[config.mk]
export PLATFORM = sky130hd
export DESIGN_NAME = csi2_packet_tx_flat
export DESIGN_NICKNAME = d
export VERILOG_FILES = /design/src/rtl/csi2_packet_tx_if.sv /design/src/rtl/csi2_packet_tx.sv /design/src/flat_wrapper.sv
export SDC_FILE = /design/constraint.sdc
export NUM_CORES = 1
export LEC_CHECK = 0
export CAP_MARGIN = 10
export CORE_AREA = 2 2 195 149
export CTS_CLUSTER_DIAMETER = 80
export DETAILED_ROUTE_END_ITERATION = 8
export DIE_AREA = 0 0 197 151
export HOLD_SLACK_MARGIN = 0.12
export PLACE_DENSITY = 0.39
export SYNTH_ARGS = -nofsm -noshare
export SYNTH_HDL_FRONTEND = slang
export SYNTH_SLANG_ARGS = --single-unit
[constraint.sdc]
create_clock -name display_clk -period 8.2 [get_ports display_clk]
set_input_delay 0.82 -clock display_clk [delete_from_list [all_inputs] [get_ports display_clk]]
set_output_delay 0.82 -clock display_clk [all_outputs]
set_load 0.03 [all_outputs]
[src/rtl/csi2_packet_tx_if.sv]
// Request/pixel/byte-lane bundle between a CSI-2 packetizer (master) and its pixel source and PHY (slave).
interface csi2_packet_tx_if;
    logic       fs_i;
    logic       fe_i;
    logic       line_i;
    logic       px_valid_i;
    logic [9:0] px_data_i;
    logic       px_ready_o;
    logic       tx_req_o;
    logic       tx_rdy_i;
    logic [7:0] byte_o;
    logic       byte_en_o;
    logic       busy_o;
    logic [1:0] err_o;

    modport master (
        input  fs_i, fe_i, line_i, px_valid_i, px_data_i, tx_rdy_i,
        output px_ready_o, tx_req_o, byte_o, byte_en_o, busy_o, err_o
    );

    modport slave (
        output fs_i, fe_i, line_i, px_valid_i, px_data_i, tx_rdy_i,
        input  px_ready_o, tx_req_o, byte_o, byte_en_o, busy_o, err_o
    );
endinterface

[src/rtl/csi2_packet_tx.sv]
// CSI-2 single-lane TX packetizer: FS/FE short packets and RAW10 long packets onto a D-PHY byte lane.
// Define CSI2_TX_CRC_EN for a real CRC-16 footer; otherwise the footer is two zero bytes.
module csi2_packet_tx #(
    parameter logic [1:0] VC      = 2'd0,
    parameter logic [5:0] DT      = 6'h2B,
    parameter int         HSIZE   = 1280,
    parameter int         GAP_CYC = 8
) (
    input  logic             display_clk,
    input  logic             reset_n_byte,
    csi2_packet_tx_if.master bus
);
    localparam logic [15:0] WC       = 16'(HSIZE * 5 / 4);
    localparam logic [15:0] PIX_MAX  = 16'(HSIZE);
    localparam logic [15:0] GAP_LAST = 16'(GAP_CYC - 1);
    // Parity masks P5..P0 over {WC_H, WC_L, DI}, bit 0 = D0
    localparam logic [143:0] ECC_MASK = {24'hEFFC00, 24'hDF03F0, 24'hB8E38E,
                                         24'h749A6D, 24'hF2555B, 24'hF12CB7};

    typedef enum logic [2:0] {ST_IDLE, ST_HDR, ST_PAYLOAD, ST_CRC, ST_GAP} state_t;

    state_t      state_reg;
    logic        tx_req_reg, byte_en_reg, busy_reg, is_long_reg, crc_idx_reg;
    logic        fs_pend_reg, fe_pend_reg, line_pend_reg;
    logic [7:0]  byte_reg, lsb_reg;
    logic [1:0]  err_reg, hdr_idx_reg;
    logic [31:0] hdr_reg;
    logic [15:0] frame_reg, byte_cnt_reg, pix_cnt_reg, gap_cnt_reg;
    logic [2:0]  slot_reg;

    logic        in_idle, in_payload, sel_fe, sel_fs, sel_line, sel_any;
    logic        consume, px_ready, take_px, req_drop;
    logic [15:0] frame_inc, hdr_wc_next;
    logic [7:0]  hdr_di_next, payload_byte, footer_byte;
    logic [23:0] ecc_data;
    logic [5:0]  ecc_bits;
    logic [9:0]  px_val;

    assign in_idle    = (state_reg == ST_IDLE);
    assign in_payload = (state_reg == ST_PAYLOAD);
    assign sel_fe     = in_idle & fe_pend_reg;
    assign sel_fs     = in_idle & ~fe_pend_reg & fs_pend_reg;
    assign sel_line   = in_idle & ~fe_pend_reg & ~fs_pend_reg & line_pend_reg;
    assign sel_any    = sel_fe | sel_fs | sel_line;

    // Frame number skips 0 on wrap so a receiver never sees 0 after the first frame
    assign frame_inc   = (frame_reg == 16'hFFFF) ? 16'h0001 : frame_reg + 16'd1;
    assign hdr_di_next = sel_fe ? {VC, 6'h01} : (sel_fs ? {VC, 6'h00} : {VC, DT});
    assign hdr_wc_next = sel_line ? WC : (sel_fs ? frame_inc : frame_reg);
    assign ecc_data    = {hdr_wc_next, hdr_di_next};

    genvar gi;
    generate
        for (gi = 0; gi < 6; gi++) begin : g_ecc
            assign ecc_bits[gi] = ^(ecc_data & ECC_MASK[gi*24 +: 24]);
        end
    endgenerate

    assign consume      = tx_req_reg & bus.tx_rdy_i;
    assign px_ready     = in_payload & bus.tx_rdy_i & (slot_reg < 3'd4) & (pix_cnt_reg < PIX_MAX);
    assign take_px      = px_ready & tx_req_reg;
    assign px_val       = bus.px_valid_i ? bus.px_data_i : 10'd0;
    assign payload_byte = (slot_reg == 3'd4) ? lsb_reg : px_val[9:2];
    assign req_drop     = (bus.fs_i & fs_pend_reg & ~sel_fs) |
                          (bus.fe_i & fe_pend_reg & ~sel_fe) |
                          (bus.line_i & line_pend_reg & ~sel_line);

`ifdef CSI2_TX_CRC_EN
    logic [15:0] crc_reg;

    function automatic logic [15:0] crc_step(input logic [15:0] crc, input logic [7:0] data);
        logic [15:0] c;
        c = crc ^ {8'h00, data};
        for (int i = 0; i < 8; i++) begin
            c = c[0] ? ((c >> 1) ^ 16'h8408) : (c >> 1);
        end
        return c;
    endfunction

    always_ff @(posedge display_clk or negedge reset_n_byte) begin
        if (!reset_n_byte) begin
            crc_reg <= 16'hFFFF;
        end else if (sel_any) begin
            crc_reg <= 16'hFFFF;
        end else if (in_payload && consume) begin
            crc_reg <= crc_step(crc_reg, payload_byte);
        end
    end

    assign footer_byte = crc_idx_reg ? crc_reg[15:8] : crc_reg[7:0];
`else
    assign footer_byte = 8'h00;
`endif

    always_ff @(posedge display_clk or negedge reset_n_byte) begin
        if (!reset_n_byte) begin
            state_reg     <= ST_IDLE;
            tx_req_reg    <= 1'b0;
            byte_en_reg   <= 1'b0;
            busy_reg      <= 1'b0;
            is_long_reg   <= 1'b0;
            crc_idx_reg   <= 1'b0;
            fs_pend_reg   <= 1'b0;
            fe_pend_reg   <= 1'b0;
            line_pend_reg <= 1'b0;
            byte_reg      <= 8'h00;
            lsb_reg       <= 8'h00;
            err_reg       <= 2'b00;
            hdr_idx_reg   <= 2'd0;
            hdr_reg       <= 32'h0;
            frame_reg     <= 16'h0;
            byte_cnt_reg  <= 16'h0;
            pix_cnt_reg   <= 16'h0;
            gap_cnt_reg   <= 16'h0;
            slot_reg      <= 3'd0;
        end else begin
            byte_en_reg   <= 1'b0;
            fs_pend_reg   <= (fs_pend_reg & ~sel_fs) | bus.fs_i;
            fe_pend_reg   <= (fe_pend_reg & ~sel_fe) | bus.fe_i;
            line_pend_reg <= (line_pend_reg & ~sel_line) | bus.line_i;
            if (req_drop) err_reg[0] <= 1'b1;
            if (take_px && !bus.px_valid_i) err_reg[1] <= 1'b1;

            case (state_reg)
                ST_IDLE: begin
                    if (sel_any) begin
                        state_reg   <= ST_HDR;
                        tx_req_reg  <= 1'b1;
                        busy_reg    <= 1'b1;
                        is_long_reg <= sel_line;
                        hdr_idx_reg <= 2'd0;
                        hdr_reg     <= {2'b00, ecc_bits, hdr_wc_next, hdr_di_next};
                        if (sel_fs) frame_reg <= frame_inc;
                    end
                end
                ST_HDR: begin
                    if (consume) begin
                        byte_reg    <= hdr_reg[7:0];
                        byte_en_reg <= 1'b1;
                        hdr_reg     <= hdr_reg >> 8;
                        hdr_idx_reg <= hdr_idx_reg + 2'd1;
                        if (hdr_idx_reg == 2'd3) begin
                            if (is_long_reg) begin
                                state_reg    <= ST_PAYLOAD;
                                byte_cnt_reg <= 16'h0;
                                pix_cnt_reg  <= 16'h0;
                                slot_reg     <= 3'd0;
                            end else begin
                                state_reg   <= ST_GAP;
                                tx_req_reg  <= 1'b0;
                                gap_cnt_reg <= 16'h0;
                            end
                        end
                    end
                end
                ST_PAYLOAD: begin
                    if (consume) begin
                        byte_reg    <= payload_byte;
                        byte_en_reg <= 1'b1;
                        slot_reg    <= (slot_reg == 3'd4) ? 3'd0 : slot_reg + 3'd1;
                        if (take_px) begin
                            lsb_reg[{slot_reg[1:0], 1'b0} +: 2] <= px_val[1:0];
                            pix_cnt_reg <= pix_cnt_reg + 16'd1;
                        end
                        if (byte_cnt_reg == WC - 16'd1) begin
                            state_reg    <= ST_CRC;
                            crc_idx_reg  <= 1'b0;
                            byte_cnt_reg <= 16'h0;
                        end else begin
                            byte_cnt_reg <= byte_cnt_reg + 16'd1;
                        end
                    end
                end
                ST_CRC: begin
                    if (consume) begin
                        byte_reg    <= footer_byte;
                        byte_en_reg <= 1'b1;
                        crc_idx_reg <= 1'b1;
                        if (crc_idx_reg) begin
                            state_reg   <= ST_GAP;
                            tx_req_reg  <= 1'b0;
                            gap_cnt_reg <= 16'h0;
                        end
                    end
                end
                ST_GAP: begin
                    if (gap_cnt_reg == GAP_LAST) begin
                        state_reg <= ST_IDLE;
                        busy_reg  <= 1'b0;
                    end else begin
                        gap_cnt_reg <= gap_cnt_reg + 16'd1;
                    end
                end
                default: begin
                    state_reg  <= ST_IDLE;
                    tx_req_reg <= 1'b0;
                    busy_reg   <= 1'b0;
                end
            endcase
        end
    end

    assign bus.px_ready_o = px_ready;
    assign bus.tx_req_o   = tx_req_reg;
    assign bus.byte_o     = byte_reg;
    assign bus.byte_en_o  = byte_en_reg;
    assign bus.busy_o     = busy_reg;
    assign bus.err_o      = err_reg;
endmodule

[src/flat_wrapper.sv]
// flat-port wrapper written by rule: the top's interface ports become plain ports
module csi2_packet_tx_flat 
#(
    parameter logic [1:0] VC      = 2'd0,
    parameter logic [5:0] DT      = 6'h2B,
    parameter int         HSIZE   = 1280,
    parameter int         GAP_CYC = 8
)
  (display_clk, reset_n_byte, bus_fs_i, bus_fe_i, bus_line_i, bus_px_valid_i, bus_px_data_i, bus_tx_rdy_i, bus_px_ready_o, bus_tx_req_o, bus_byte_o, bus_byte_en_o, bus_busy_o, bus_err_o);
  csi2_packet_tx_if bus_i ();
  input  logic display_clk;
  input  logic reset_n_byte;
  input wire logic [$bits(bus_i.fs_i)-1:0] bus_fs_i;
  input wire logic [$bits(bus_i.fe_i)-1:0] bus_fe_i;
  input wire logic [$bits(bus_i.line_i)-1:0] bus_line_i;
  input wire logic [$bits(bus_i.px_valid_i)-1:0] bus_px_valid_i;
  input wire logic [$bits(bus_i.px_data_i)-1:0] bus_px_data_i;
  input wire logic [$bits(bus_i.tx_rdy_i)-1:0] bus_tx_rdy_i;
  output wire logic [$bits(bus_i.px_ready_o)-1:0] bus_px_ready_o;
  output wire logic [$bits(bus_i.tx_req_o)-1:0] bus_tx_req_o;
  output wire logic [$bits(bus_i.byte_o)-1:0] bus_byte_o;
  output wire logic [$bits(bus_i.byte_en_o)-1:0] bus_byte_en_o;
  output wire logic [$bits(bus_i.busy_o)-1:0] bus_busy_o;
  output wire logic [$bits(bus_i.err_o)-1:0] bus_err_o;
  assign bus_i.fs_i = bus_fs_i;
  assign bus_i.fe_i = bus_fe_i;
  assign bus_i.line_i = bus_line_i;
  assign bus_i.px_valid_i = bus_px_valid_i;
  assign bus_i.px_data_i = bus_px_data_i;
  assign bus_i.tx_rdy_i = bus_tx_rdy_i;
  assign bus_px_ready_o = bus_i.px_ready_o;
  assign bus_tx_req_o = bus_i.tx_req_o;
  assign bus_byte_o = bus_i.byte_o;
  assign bus_byte_en_o = bus_i.byte_en_o;
  assign bus_busy_o = bus_i.busy_o;
  assign bus_err_o = bus_i.err_o;
  csi2_packet_tx #(.VC(VC), .DT(DT), .HSIZE(HSIZE), .GAP_CYC(GAP_CYC)) u_core (.display_clk(display_clk), .reset_n_byte(reset_n_byte), .bus(bus_i));
endmodule
==> flow_metrics.tcl, run 1 <==
set metrics [dict create \
    ctsRootBufferMaster "clkbuf_16" \
    max-cap-violations 0 \
    post_cts_buffers 0 \
    drive_above_1_share 0.0657 \
    synth_area_sq_mm 0.00690 \
    die_w_microns 197 \
    critPathMaxFanout 14 \
    power.density_mw_per_mm2 182 \
    leakage_nw 3.46 \
    cts_resized 0 \
    drv_slew 0 \
    grtUsageMet2 0.177 \
    finalClockSkew_ns 0.00994 \
    cp-start-kind "register" \
    grt_overflow 0 \
    ir_worst_vdd_v 0.000131 \
    grt_use_total 0.137 \
    portBuffers 30 \
    num_rows 53 \
    status "finished clean" \
    design.die.area_sq_mm 0.0297 \
    grt_setup_unrepaired "false" \
    synth_flop_cell "dfrtp_1" \
    cts_num_sinks 128 \
    ys_seq_area_frac 0.464 \
    min_path_type "in2async" \
    final_hold_viol_count 0 \
    max_slew.worst_pin.slew_ns 1.10 \
    grt_use_met3 0.0334 \
    synth_edf_count 0 \
    cts_hold_buf 0 \
    clk_path_buf_depth 2 \
    initial_utilization 0.249 \
    antenna_cells 0 \
    gp_congestion 0.757 \
    critical_path_class "reg2out" \
    syn_to_final_growth_pct 18.6 \
    drtIter0Drc 344 \
    wl_per_cell_microns 16.6 \
    post-dp-hpwl_microns 13500 \
    routed_wl_microns 19000 \
    synth_warnings 0 \
    numCtsBuffers 17 \
    coreArea_sq_mm 0.0277 \
    viasPerCell 4.75 \
    grt_max_degree 66 \
    synth-async-reset-ratio 1.00 \
    nets 807 \
    maxClockFrequency_mhz 263 \
    io_pins 31 \
    power_w 0.00149 \
    cts_tree "built" \
    first_pass_iters 4 \
    cts.htree.levels 4 \
    path_clk_slew_ns 0.06 \
    finalSetupViolCount 0 \
    worstSkewPairLatency_ns 0.43 \
    setup-tns-final_ns 0 \
    fp.dieH_microns 151 \
    dr_total_vias 5453 \
    critical_path.endpoint_type "output port" \
    largest_register_ff_count 30 \
    ant_nets 0 \
    syn_avg_cell_area_sq_um 9.05 \
    synth_nets 790 \
    busiest_layer "met1" \
    worstPathArrival_ns 2.98 \
    period_needed_ns 3.80 \
    required_ns 7.38 \
    grt_pass1_wl_microns 31200 \
    synth_cell_types 62 \
    route.detailed.drc 0 \
    fin_crit_sh 0.463 \
    place_inst 1117 \
    ys_ff_latch 128 \
    synthCells 762 \
    slew_headroom 0.262 \
    grt_pass1_vias 5328 \
    grt_util_met1 0.217 \
    antenna_found_initial 0 \
    fin_cells 1149 \
]
critical path, cell delays in order, from the launching register on:
cell	delay, ns
dfrtp_1	0.53
nand2b_1	0.49
or2_2	0.57
nor2_1	0.25
clkdlybuf4s50_1	0.71
cells in the mapped netlist, types with 2 or more instances:
cell type    n  area, sq um
nor4b_1      3         26.3
nor3b_1      2         15.0
inv_1       22         82.6
o31a_1       2         17.5
o22ai_1      7         43.8
nand2b_1    10         62.6
o21ai_1      3         15.0
xnor2_1     23          201
nand2_1     72          270
o21ai_0     55          275
ha_1        11          138
xor2_1      30          263
a31oi_1      4         25.0
o221ai_1     2         17.5
nor4_1      11         68.8
mux2i_1      7         70.1
dfrtp_1    128         3200
nor2b_1      3         18.8
clkbuf_1    34          128
or3_1       13         81.3
a21o_1       5         37.5
a22o_1       5         43.8
and2_1       5         31.3
nor2_1      96          360
a21oi_1     59          295
nand4_1     16          100
and4_1       3         26.3
o31ai_1      8         60.1
and3_1      14         87.6
or2_2        4         25.0
buf_2        3         15.0
a221oi_1    11         96.3
o21bai_1     2         15.0
nand3_1     48          240
xnor3_1      6          135
nor3_1       9         45.0
logic make-up after synthesis:
| kind of cell | count (synthesis) | share of synthesized area |
|---|---|---|
| AND/OR/NAND/NOR | 317 | 0.222 |
| XOR/XNOR | 62 | 0.0951 |
| adder cells (fa/ha/maj) | 11 | 0.0200 |
| multiplexers | 8 | 0.0118 |
| AO/OA/AOI/OAI | 176 | 0.154 |
| flip-flops | 128 | 0.464 |
| buffers and inverters | 60 | 0.0332 |
power by group:
group          leakage (nW)  total (W)              switching, W  internal, W
logic                  1.52  0.0000297                 0.0000196    0.0000101
registers              1.63   0.000632  0.0000000000000000000574     0.000632
clock network         0.305   0.000830                  0.000310     0.000520
final timing paths:
| check | slack, ns | end | from | depth (start not counted) |
|---|---|---|---|---|
| worst max-delay path | 4.40 | bus_px_ready_o | u_core.state_reg[2] | 4 |
| worst min-delay path | 0.37 | u_core.frame_reg[14] | reset_n_byte | 1 |
| worst max register to register | 4.53 | u_core.hdr_reg[29] | u_core.state_reg[0] | 8 |
| worst min register to register | 0.49 | u_core.lsb_reg[5] | u_core.lsb_reg[5] | 2 |
| max in group asynchronous | 6.49 | u_core.lsb_reg[2] | reset_n_byte | 2 |
| min in group display_clk | 0.49 | u_core.lsb_reg[5] | u_core.lsb_reg[5] | 2 |
through the flow:
stage	cell area (sq um)	hold slack (ns)	setup slack, ns	utilization
floorplan	6900	0.450	5.11	-
global placement	7550	0.468	4.61	0.272
detailed placement	7550	0.477	4.56	0.272
CTS	8180	0.404	4.35	0.295
global route	8180	0.410	4.18	0.295
finish	8180	0.369	4.40	0.295
cells in the final DEF, fill, tap and decap left out, drive strengths merged, types with 3 or more instances in the layout:
cell type      Yosys  final
inv               22     25
and2               6      6
a31oi              4      4
nor2b              3      3
a22o               5      5
and4               3      3
xnor3              6      6
or2                5      5
mux2i              7      7
bufinv             0      4
clkdlybuf4s50      0     29
nand4             16     16
o22ai              7      7
clkinv             0      4
nor4              12     12
a21o               5      5
nor4b              3      3
or3               13     13
a221oi            11     11
xnor2             24     24
o31ai              8      8
buf                4      7
nand2             72     72
nand3             48     48
nand2b            10     10
ha                11     11
o21ai             58     58
a21oi             60     60
xor2              31     31
clkbuf            34     20
nor3               9      9
nor2              96     96
dfrtp            128    128
and3              14     14
layer usage:
metal,share of wire,vias up
met5,0,-
met3,0.037,11
met4,0.0083,0
met1,0.57,2625
met2,0.38,78
li1,-,2739
final cells by class:
type | count | area, sq um
Multi-Input combinational cell | 574 | 3470
Clock buffer | 20 | 447
Sequential cell | 128 | 3200
Clock inverter | 12 | 181
Inverter | 22 | 82.6
Tap cell | 357 | 447
Timing Repair Buffer | 36 | 347
Fill cell | 2943 | 19500
Power figures use the tool's default switching activity.
==> inputs of run 2 (changes only) <==
- PLACE_DENSITY: 0.39 -> 0.41
- clock period: 8.2 -> 3.1 ns (I/O delays scaled with it)
==> run 2 against run 1 <==
  * Cell area up 5.6%
  * Sequential share of layout area shrank 2.1 points
  * Core utilization grew 1.6 points
  * Sequential power rose to 2.6 times the previous value
  * Global-route usage is 0.51 points higher
  * Non-clock buffer count grew 55
  * Wire length increased by 4.4%
  * Die area stayed put
  * Hold slack lost 0.059 ns
  * Largest cell class unchanged
==> flow_metrics.tcl, run 2 (synthesis gave the netlist of run 1 again) <==
set metrics [dict create \
    critPathMaxFanout 3 \
    min_path_type "in2async" \
    critical_path.endpoint_type "register" \
    grt_max_degree 77 \
    syn_to_final_growth_pct 25.1 \
    grt_overflow 0 \
    swShare 0.230 \
    slew_headroom 0.463 \
    fp.dieH_microns 151 \
    nets 862 \
    coreArea_sq_mm 0.0277 \
    num_rows 53 \
    dr_total_vias 5657 \
    seqCellArea_sq_mm 0.00320 \
    route.detailed.drc 0 \
    leakage_nw 3.74 \
    initial_utilization 0.249 \
    design.die.area_sq_mm 0.0297 \
    drv_slew 0 \
    period_needed_ns 3.01 \
    power_w 0.00390 \
    grtUsageMet2 0.182 \
    grt_util_met1 0.231 \
    ir_worst_vdd_v 0.000264 \
    fin_crit_sh 0.972 \
    final_hold_viol_count 0 \
    post-dp-hpwl_microns 14400 \
    routed_wl_microns 19900 \
    ant_nets 0 \
    cts_num_sinks 128 \
    grt_use_total 0.142 \
    clk_path_buf_depth 2 \
    netSwitchingPower_w 0.000896 \
    die_w_microns 197 \
    cp-start-kind "register" \
    setup-tns-final_ns 0 \
    first_pass_iters 7 \
    grt_pass1_vias 5434 \
    cts_tree "built" \
    comb_power_share 0.022 \
    status "finished clean" \
    gp_congestion 0.826 \
    path_clk_slew_ns 0.07 \
    numCtsBuffers 17 \
    largest_register_ff_count 30 \
    required_ns 3.46 \
    finalSetupViolCount 0 \
    critical_path_class "reg2reg" \
    nFillCells 2908 \
    max-cap-violations 0 \
    finalClockSkew_ns 0.00938 \
    worstSkewPairLatency_ns 0.42 \
    busiest_layer "met1" \
    wl_per_cell_microns 16.5 \
    drtIter0Drc 395 \
    ctsRootBufferMaster "clkbuf_16" \
    grt_use_met3 0.0303 \
    layout_commonest_cell "dfrtp_1" \
    grt_setup_unrepaired "true" \
    layout_common_cells "128 x dfrtp_1, 96 x nor2_1, 72 x nand2_1" \
    maxClockFrequency_mhz 332 \
    power_frac_seq 0.429 \
    portBuffers 30 \
    grt_pass1_wl_microns 32100 \
    viasPerCell 4.69 \
    multi_input_area_sq_mm 0.00350 \
    power.density_mw_per_mm2 451 \
    clkPwrFrac 0.550 \
    r2r_cells 8 \
    max_slew.worst_pin.slew_ns 0.803 \
    cts.htree.levels 4 \
    io_pins 31 \
    antenna_found_initial 0 \
    worstPathArrival_ns 3.37 \
    p_int_w 0.00300 \
    drive_above_1_share 0.133 \
]
-- run 2: cell count changes in the layout (fill, tap and decap cells not counted), moves of 2 or more --
cell and change:
buf_4 +53, clkbuf_1 -2, xor2_2 +2, clkinv_4 +3, xor2_1 -2
-- run 2: what timing repair did --
item,in CTS,in global routing
pin swaps,0,3
hold buffers,1,0
resized for setup,1,4
endpoints found under the hold margin,22,0
setup endpoints to repair,1,3
buffers inserted,0,1
-- run 2: final timing paths --
path / startpoint / to / slack, ns
worst max-delay path: u_core.state_reg[1] / u_core.hdr_reg[29] / 0.09
worst min-delay path: reset_n_byte / u_core.gap_cnt_reg[9] / 0.31
worst max register to register: u_core.state_reg[1] / u_core.hdr_reg[29] / 0.09
worst min register to register: u_core.lsb_reg[4] / u_core.lsb_reg[4] / 0.48
max in group asynchronous: reset_n_byte / u_core.byte_cnt_reg[0] / 2.07
min in group display_clk: u_core.lsb_reg[4] / u_core.lsb_reg[4] / 0.48
-- run 2: layout make-up --
| cell class | count | share of cell area |
|---|---|---|
| multi-input cells | 574 | 0.406 |
| flip-flops and latches | 128 | 0.371 |
| repair buffers | 91 | 0.0897 |
| well taps | 357 | 0.0518 |
| clock buffers | 18 | 0.0509 |
| clock inverters | 14 | 0.0209 |
| inverters | 22 | 0.00957 |
| diodes | 1 | 0.000290 |
-- run 2: through the flow --
stage	cells	hold slack (ns)	util	setup slack, ns	area [sq um]
2_1_floorplan	762	0.0144	-	0.00822	6900
3_3_place_gp	1170	0.198	0.287	-0.0183	7960
3_5_place_dp	1170	0.194	0.287	-0.0132	7960
4_1_cts	1203	0.305	0.310	0.0142	8590
5_1_grt	1204	0.319	0.311	-0.0538	8630
6_report	1205	0.310	0.311	0.0864	8630
-- run 2: worst max-delay path: stages (launching register included) --
cell      delay, ns
dfrtp_1        0.37
or4_4          0.54
or4_4          0.55
o31a_1         0.27
or2_1          0.24
o21a_1         0.18
a211oi_2       0.24
xor3_1         0.44
o21ai_1        0.12
-- run 2: power by group through the flow --
| stage | registers [W] | clock network [W] | logic (W) |
|---|---|---|---|
| 2_1_floorplan | 0.00170 | 0 | 0.0000161 |
| 6_report | 0.00167 | 0.00214 | 0.0000838 |
| 4_1_cts | 0.00167 | 0.00219 | 0.0000880 |
| 3_5_place_dp | 0.00170 | 0 | 0.0000865 |
| 3_3_place_gp | 0.00170 | 0 | 0.0000877 |
| 5_1_grt | 0.00167 | 0.00228 | 0.0000964 |
-- run 2: routing by layer --
metal | vias to the layer above | share of wire | wire length [microns]
li1 | 2834 | - | -
met1 | 2696 | 0.58 | 11500
met4 | 0 | 0.0090 | 178
met5 | - | 0 | 0
met3 | 12 | 0.041 | 816
met2 | 115 | 0.37 | 7400
